==> src/rtl/hpm_counter_bank_pkg.sv <==
// Shared definitions for the HPM counter bank: register map constants and event indices.
// Event index k selects events_i[k-1]; index 0 means "count nothing".
package hpm_counter_bank_pkg;

  localparam logic [5:0] HPM_CNT_BASE = 6'd0;
  localparam logic [5:0] HPM_SEL_BASE = 6'd32;
  localparam logic [5:0] HPM_OVF_ADDR = 6'd62;
  localparam logic [5:0] HPM_INH_ADDR = 6'd63;

  typedef enum logic [7:0] {
    HPM_EV_NONE           = 8'd0,
    HPM_EV_ICACHE_MISS    = 8'd1,
    HPM_EV_DCACHE_MISS    = 8'd2,
    HPM_EV_ITLB_MISS      = 8'd3,
    HPM_EV_DTLB_MISS      = 8'd4,
    HPM_EV_LOAD           = 8'd5,
    HPM_EV_STORE          = 8'd6,
    HPM_EV_BRANCH         = 8'd7,
    HPM_EV_CALL           = 8'd8,
    HPM_EV_RET            = 8'd9,
    HPM_EV_EXCEPTION      = 8'd10,
    HPM_EV_ERET           = 8'd11,
    HPM_EV_MISPREDICT     = 8'd12,
    HPM_EV_SB_FULL        = 8'd13,
    HPM_EV_IF_EMPTY       = 8'd14,
    HPM_EV_IPREFETCH_MISS = 8'd15,
    HPM_EV_IPREFETCH_HIT  = 8'd16
  } hpm_event_e;

endpackage

==> src/rtl/hpm_counter.sv <==
// One performance counter with its event selector. A software write to the counter
// takes priority over that cycle's increment; ovf_pulse flags an increment that wraps.
module hpm_counter
  import hpm_counter_bank_pkg::*;
#(
  parameter int unsigned NUM_EVENTS = 32,
  parameter int unsigned CNT_WIDTH  = 48,
  parameter int unsigned SEL_W      = $clog2(NUM_EVENTS + 1)
) (
  input  logic                  clk_i,
  input  logic                  rst_i,
  input  logic [NUM_EVENTS-1:0] evt_q,
  input  logic                  inhibit,
  input  logic                  debug,
  input  logic                  cnt_we,
  input  logic                  sel_we,
  input  logic [CNT_WIDTH-1:0]  cnt_wdata,
  input  logic [SEL_W-1:0]      sel_wdata,
  output logic [CNT_WIDTH-1:0]  count,
  output logic [SEL_W-1:0]      sel,
  output logic                  ovf_pulse
);

  logic hit;
  logic inc;

  // Selector values outside 1..NUM_EVENTS never match, so they count nothing.
  always_comb begin
    hit = 1'b0;
    for (int k = 0; k < NUM_EVENTS; k++) begin
      if (sel == SEL_W'(k + 1)) hit = evt_q[k];
    end
  end

  assign inc       = hit & ~inhibit & ~debug;
  assign ovf_pulse = inc & ~cnt_we & (&count);

  always_ff @(posedge clk_i or posedge rst_i) begin
    if (rst_i) begin
      count <= '0;
      sel   <= '0;
    end else begin
      if (cnt_we)   count <= cnt_wdata;
      else if (inc) count <= count + 1'b1;
      if (sel_we)   sel <= sel_wdata;
    end
  end

endmodule

==> src/rtl/hpm_counter_bank.sv <==
// Bank of programmable HPM counters behind an SRAM-like CSR port.
// Define HPM_OVF_IRQ_EN to build the sticky overflow flags and the overflow interrupt.
module hpm_counter_bank
  import hpm_counter_bank_pkg::*;
#(
  parameter int unsigned NUM_COUNTERS = 8,
  parameter int unsigned NUM_EVENTS   = 32,
  parameter int unsigned CNT_WIDTH    = 48,
  parameter int unsigned XLEN         = 64
) (
  input  logic                  clk_i,
  input  logic                  rst_i,
  input  logic                  debug_mode_i,
  input  logic [NUM_EVENTS-1:0] events_i,
  input  logic [5:0]            addr_i,
  input  logic                  we_i,
  input  logic [XLEN-1:0]       data_i,
  output logic [XLEN-1:0]       data_o,
  output logic                  ovf_irq_o
);

  localparam int unsigned SEL_W = $clog2(NUM_EVENTS + 1);

  logic [NUM_EVENTS-1:0]   evt_q;
  logic [NUM_COUNTERS-1:0] inhibit_q;
  logic [NUM_COUNTERS-1:0] ovf_pulse;
  logic [CNT_WIDTH-1:0]    count [NUM_COUNTERS];
  logic [SEL_W-1:0]        sel   [NUM_COUNTERS];

  always_ff @(posedge clk_i or posedge rst_i) begin
    if (rst_i) begin
      evt_q     <= '0;
      inhibit_q <= '0;
    end else begin
      evt_q <= events_i;
      if (we_i && addr_i == HPM_INH_ADDR) inhibit_q <= data_i[NUM_COUNTERS-1:0];
    end
  end

  for (genvar i = 0; i < NUM_COUNTERS; i++) begin : g_cnt
    hpm_counter #(
      .NUM_EVENTS (NUM_EVENTS),
      .CNT_WIDTH  (CNT_WIDTH),
      .SEL_W      (SEL_W)
    ) u_cnt (
      .clk_i     (clk_i),
      .rst_i     (rst_i),
      .evt_q     (evt_q),
      .inhibit   (inhibit_q[i]),
      .debug     (debug_mode_i),
      .cnt_we    (we_i && addr_i == 6'(HPM_CNT_BASE + i)),
      .sel_we    (we_i && addr_i == 6'(HPM_SEL_BASE + i)),
      .cnt_wdata (data_i[CNT_WIDTH-1:0]),
      .sel_wdata (data_i[SEL_W-1:0]),
      .count     (count[i]),
      .sel       (sel[i]),
      .ovf_pulse (ovf_pulse[i])
    );
  end

`ifdef HPM_OVF_IRQ_EN
  logic [NUM_COUNTERS-1:0] ovf_q;
  logic [NUM_COUNTERS-1:0] ovf_clr;
  logic                    irq_q;
  logic                    unused_bits;

  // Set wins over a same-cycle write-1-to-clear, so no wrap is ever lost.
  assign ovf_clr = (we_i && addr_i == HPM_OVF_ADDR) ? data_i[NUM_COUNTERS-1:0] : '0;

  always_ff @(posedge clk_i or posedge rst_i) begin
    if (rst_i) begin
      ovf_q <= '0;
      irq_q <= 1'b0;
    end else begin
      ovf_q <= (ovf_q & ~ovf_clr) | ovf_pulse;
      irq_q <= |ovf_q;
    end
  end

  assign ovf_irq_o   = irq_q;
  assign unused_bits = ^data_i;
`else
  logic unused_bits;

  assign ovf_irq_o   = 1'b0;
  assign unused_bits = ^{data_i, ovf_pulse};
`endif

  always_comb begin
    data_o = '0;
    for (int i = 0; i < NUM_COUNTERS; i++) begin
      if (addr_i == 6'(HPM_CNT_BASE + i)) data_o = XLEN'(count[i]);
      if (addr_i == 6'(HPM_SEL_BASE + i)) data_o = XLEN'(sel[i]);
    end
    if (addr_i == HPM_INH_ADDR) data_o = XLEN'(inhibit_q);
`ifdef HPM_OVF_IRQ_EN
    if (addr_i == HPM_OVF_ADDR) data_o = XLEN'(ovf_q);
`endif
  end

endmodule

==> config.mk <==
export PLATFORM = sky130hd
export DESIGN_NAME = hpm_counter_bank
export DESIGN_NICKNAME = d
export VERILOG_FILES = /design/src/rtl/hpm_counter_bank_pkg.sv /design/src/rtl/hpm_counter.sv /design/src/rtl/hpm_counter_bank.sv
export SDC_FILE = /design/constraint.sdc
export NUM_CORES = 2
export LEC_CHECK = 0
export CAP_MARGIN = 5
export CORE_UTILIZATION = 45
export DETAILED_ROUTE_END_ITERATION = 16
export RECOVER_POWER = 100
export SYNTH_ARGS = -nofsm -noshare
export SYNTH_HDL_FRONTEND = slang
export SYNTH_SLANG_ARGS = --single-unit
==> constraint.sdc <==
create_clock -name clk_i -period 19.5 [get_ports clk_i]
set_input_delay 4.875 -clock clk_i [delete_from_list [all_inputs] [get_ports clk_i]]
set_output_delay 4.875 -clock clk_i [all_outputs]
set_load 0.02 [all_outputs]
==> results.sh <==
export IMPL_status="complete, but fails checks"
export IMPL_violations="max-capacitance violations, max-slew violations"
export IMPL_cp_num_buf_inv=4
export IMPL_design_area_um2=34000
export IMPL_io_pins=171
export IMPL_crit_chain="dlygate4sd3_1 > clkbuf_1 > nand2b_1 > nor2_1 > clkbuf_1 > a221oi_1 > o21ai_0 > o22ai_1 > a31oi_1 > dlygate4sd3_1"
export IMPL_synthTopCellsByArea="dfrtp_1 (39%), xor2_1 (5.5%), xnor2_1 (5.0%)"
export IMPL_hold_end="inhibit_q[3]$_DFFE_PP0P_"
export IMPL_period_needed_ps=16600
export IMPL_drv_slew=1409
export IMPL_worstSetupStartpointType="primary input"
export IMPL_cts_setup_buffers=0
export IMPL_initial_core_util_pct=45.4
export IMPL_post_cts_resized=0
export IMPL_dieArea_um2=68800
export IMPL_htreeDepth=2
export IMPL_synthArstFlopShare_pct=100
export IMPL_overflow=0
export IMPL_antenna_found_initial=2
export IMPL_wirelength_mm=111
export IMPL_fin_crit_sh_pct=85.1
export IMPL_synth_top_cell_by_area="dfrtp_1"
export IMPL_ff_latch_area_um2=11800
export IMPL_antenna_left=0
export IMPL_required_ps=14620
export IMPL_rsz0062_at_grt="no"
export IMPL_postSynthAreaPerCell_um2=8.48
export IMPL_drt_vias_per_instance=6.20
export IMPL_cts_root_buf="clkbuf_16"
export IMPL_cts_tree="built"
export IMPL_fin_ws_ps=2900
export IMPL_dr_total_vias=27760
export IMPL_vdd_drop_max_mv=0.0718
export IMPL_synth_cells=3599
export IMPL_clock_path_buffers=3
export IMPL_routed_top_layer="met5"
export IMPL_r2r_end="g_cnt[5].u_cnt.count[27]$_DFFE_PP0P_"
export IMPL_multi_input_area_um2=17300
export IMPL_synth_main_ff_cell="dfrtp_1"
export IMPL_fmax_ghz=0.0602
export IMPL_placed_cell_area_um2=32300
export IMPL_core_um2=67200
export IMPL_end_kind="output port"
export IMPL_crit_path_max_fanout=39
export IMPL_grt_first_pass_wirelength_mm=167
export IMPL_dr_pass1_iters=6
export IMPL_wl_met2_mm=47.9
export IMPL_dr_wl_met3_mm=9.93
export IMPL_drt_met1_wl_mm=48.5
export IMPL_cp_top_family="buffers and inverters"
export IMPL_worst_slew_pin_slew_ps=5970
export IMPL_synth_top_cell_area_share_pct=38.7
export IMPL_fillCellCount=6390
export IMPL_cts_made_buffers=56
export IMPL_cts_sinks=472
export IMPL_clock_latency_ps=630
export IMPL_drcViolationCount=0
export IMPL_p_leak_uw=0.0131
export IMPL_fin_nets=3678
export IMPL_cellPowerDensity_nw_per_um2=92.1
export IMPL_tns_ps=0
export IMPL_reg2reg_slack_ps=15500
export IMPL_power_uw=3130
export IMPL_yosys_warnings=0
export IMPL_grtUsageTotal_pct=31.6
export IMPL_relSlewSlack_pct=-300
export IMPL_synthTopCellsByCount="dfrtp_1 (472), nand2_1 (380), nor2_1 (373)"
export IMPL_drv_cap=24
export IMPL_diodes=0
export IMPL_hold_violations=0
export IMPL_crit_arrival_ps=11730
export IMPL_crit_path_top_delay_cell="nor2_1"
export IMPL_portBuffers=137
export IMPL_setup_violations=0
export IMPL_syn_area_um2=30500
export IMPL_drive_gt1_share_pct=6.99
export IMPL_hold_buffers=0
export IMPL_die_h_um=262
export IMPL_clk_pin_slew_worst_paths_ps=60
export IMPL_path_class="primary input to output port"
export IMPL_dp_hpwl_mm=76.3
export IMPL_drt_wirelength_per_cell_um=24.7
export IMPL_grt_pass1_vias=25923
export IMPL_fin_hold_ws_ps=555
export IMPL_grt_max_degree=127
export IMPL_min_path_type="register to register"
export IMPL_area_delta_synth_final_pct=11.3
export IMPL_min_delay_start="inhibit_q[3]$_DFFE_PP0P_"
export IMPL_drt_iter0_drc=3207
export IMPL_synth_edf_count=0
export IMPL_critPathMaxStageDelay_ps=1550
export IMPL_place_gp_congestion=0.931
export IMPL_r2r_start="g_cnt[5].u_cnt.sel[1]$_DFFE_PP0P_"
export IMPL_fp_dieW_um=262
export IMPL_place_ws_ps=5610
export IMPL_min_path_cells=1
export IMPL_ys_ff_latch=472
export IMPL_seq_area_frac_synth_pct=38.7
export IMPL_clock_skew_ps=19.8
export IMPL_synthMostInstantiatedCell="dfrtp_1"
export IMPL_yosysUniqueCellTypes=87
export IMPL_reg2reg_depth=9
export IMPL_rows=95
-- sequential cells by signal (all words and copies together), names as in the netlist --
name and count:
inhibit_q 8, g_cnt.u_cnt.count 384, evt_q 32, g_cnt.u_cnt.sel 48
-- area by class of cell --
cell class | instances | share of cell area (%)
repair buffers | 187 | 4.91
inverters | 62 | 0.689
multi-input cells | 2785 | 51.0
flip-flops and latches | 472 | 34.8
clock inverters | 9 | 0.324
clock buffers | 90 | 5.09
well taps | 873 | 3.22
-- power by group --
group          internal, µW  switching (µW)
sequential             1160             301
combinational           282             318
clock                   627             439
total                  2070            1060
-- cell families (layout without fill, tap and decap cells) --
family	Yosys count	after routing	synth area share, %
AO/OA/AOI/OAI	796	796	16.4
adder cells (fa/ha/maj)	8	8	0.328
AND/OR/NAND/NOR	1458	1458	23.5
other	1	17	0.0123
flip-flops	472	472	38.7
multiplexers	139	139	5.45
buffers and inverters	358	348	4.98
XOR/XNOR	367	367	10.5
-- per-layer routing --
metal	global-route usage (%)	up-vias
met5	0	-
met4	11.2	2
met3	6.32	232
met2	47.3	1227
met1	45.3	13601
li1	-	12698
-- metrics by stage --
stage               instances  util (%)
finish                   4478      50.6
detailed placement       4378      48.0
global route             4478      50.6
global placement         4378      48.0
floorplan                3615         -
CTS                      4477      50.8
-- worst max-delay path by stage --
stage / start / end / slack, ps / cells after the start
final: addr_i[1] / data_o[4] / 2900 / 10
after detailed placement: addr_i[3] / data_o[1] / 5610 / 10
after CTS: addr_i[3] / data_o[1] / 5600 / 10
after global placement: addr_i[3] / data_o[1] / 5640 / 10
after global routing: addr_i[1] / data_o[4] / 2660 / 10
after floorplan: rst_i / evt_q[0]$_DFF_PP0_ / 1460 / 1
-- placed cells by master, fill, tap and decap left out, types with 47 or more instances in the layout --
master,n
a22oi_1,90
nand2_1,380
nor2_1,369
nand3_1,206
clkdlybuf4s50_1,53
dlygate4sd3_1,83
mux2_2,77
nand4_1,80
a221oi_1,47
xor2_1,192
and3_1,84
o21ai_0,204
nor3_1,83
mux2i_1,48
inv_1,61
xnor2_1,175
dfrtp_1,472
clkbuf_16,56
a21oi_1,253
No activity file was read; power rests on OpenSTA's default activity.
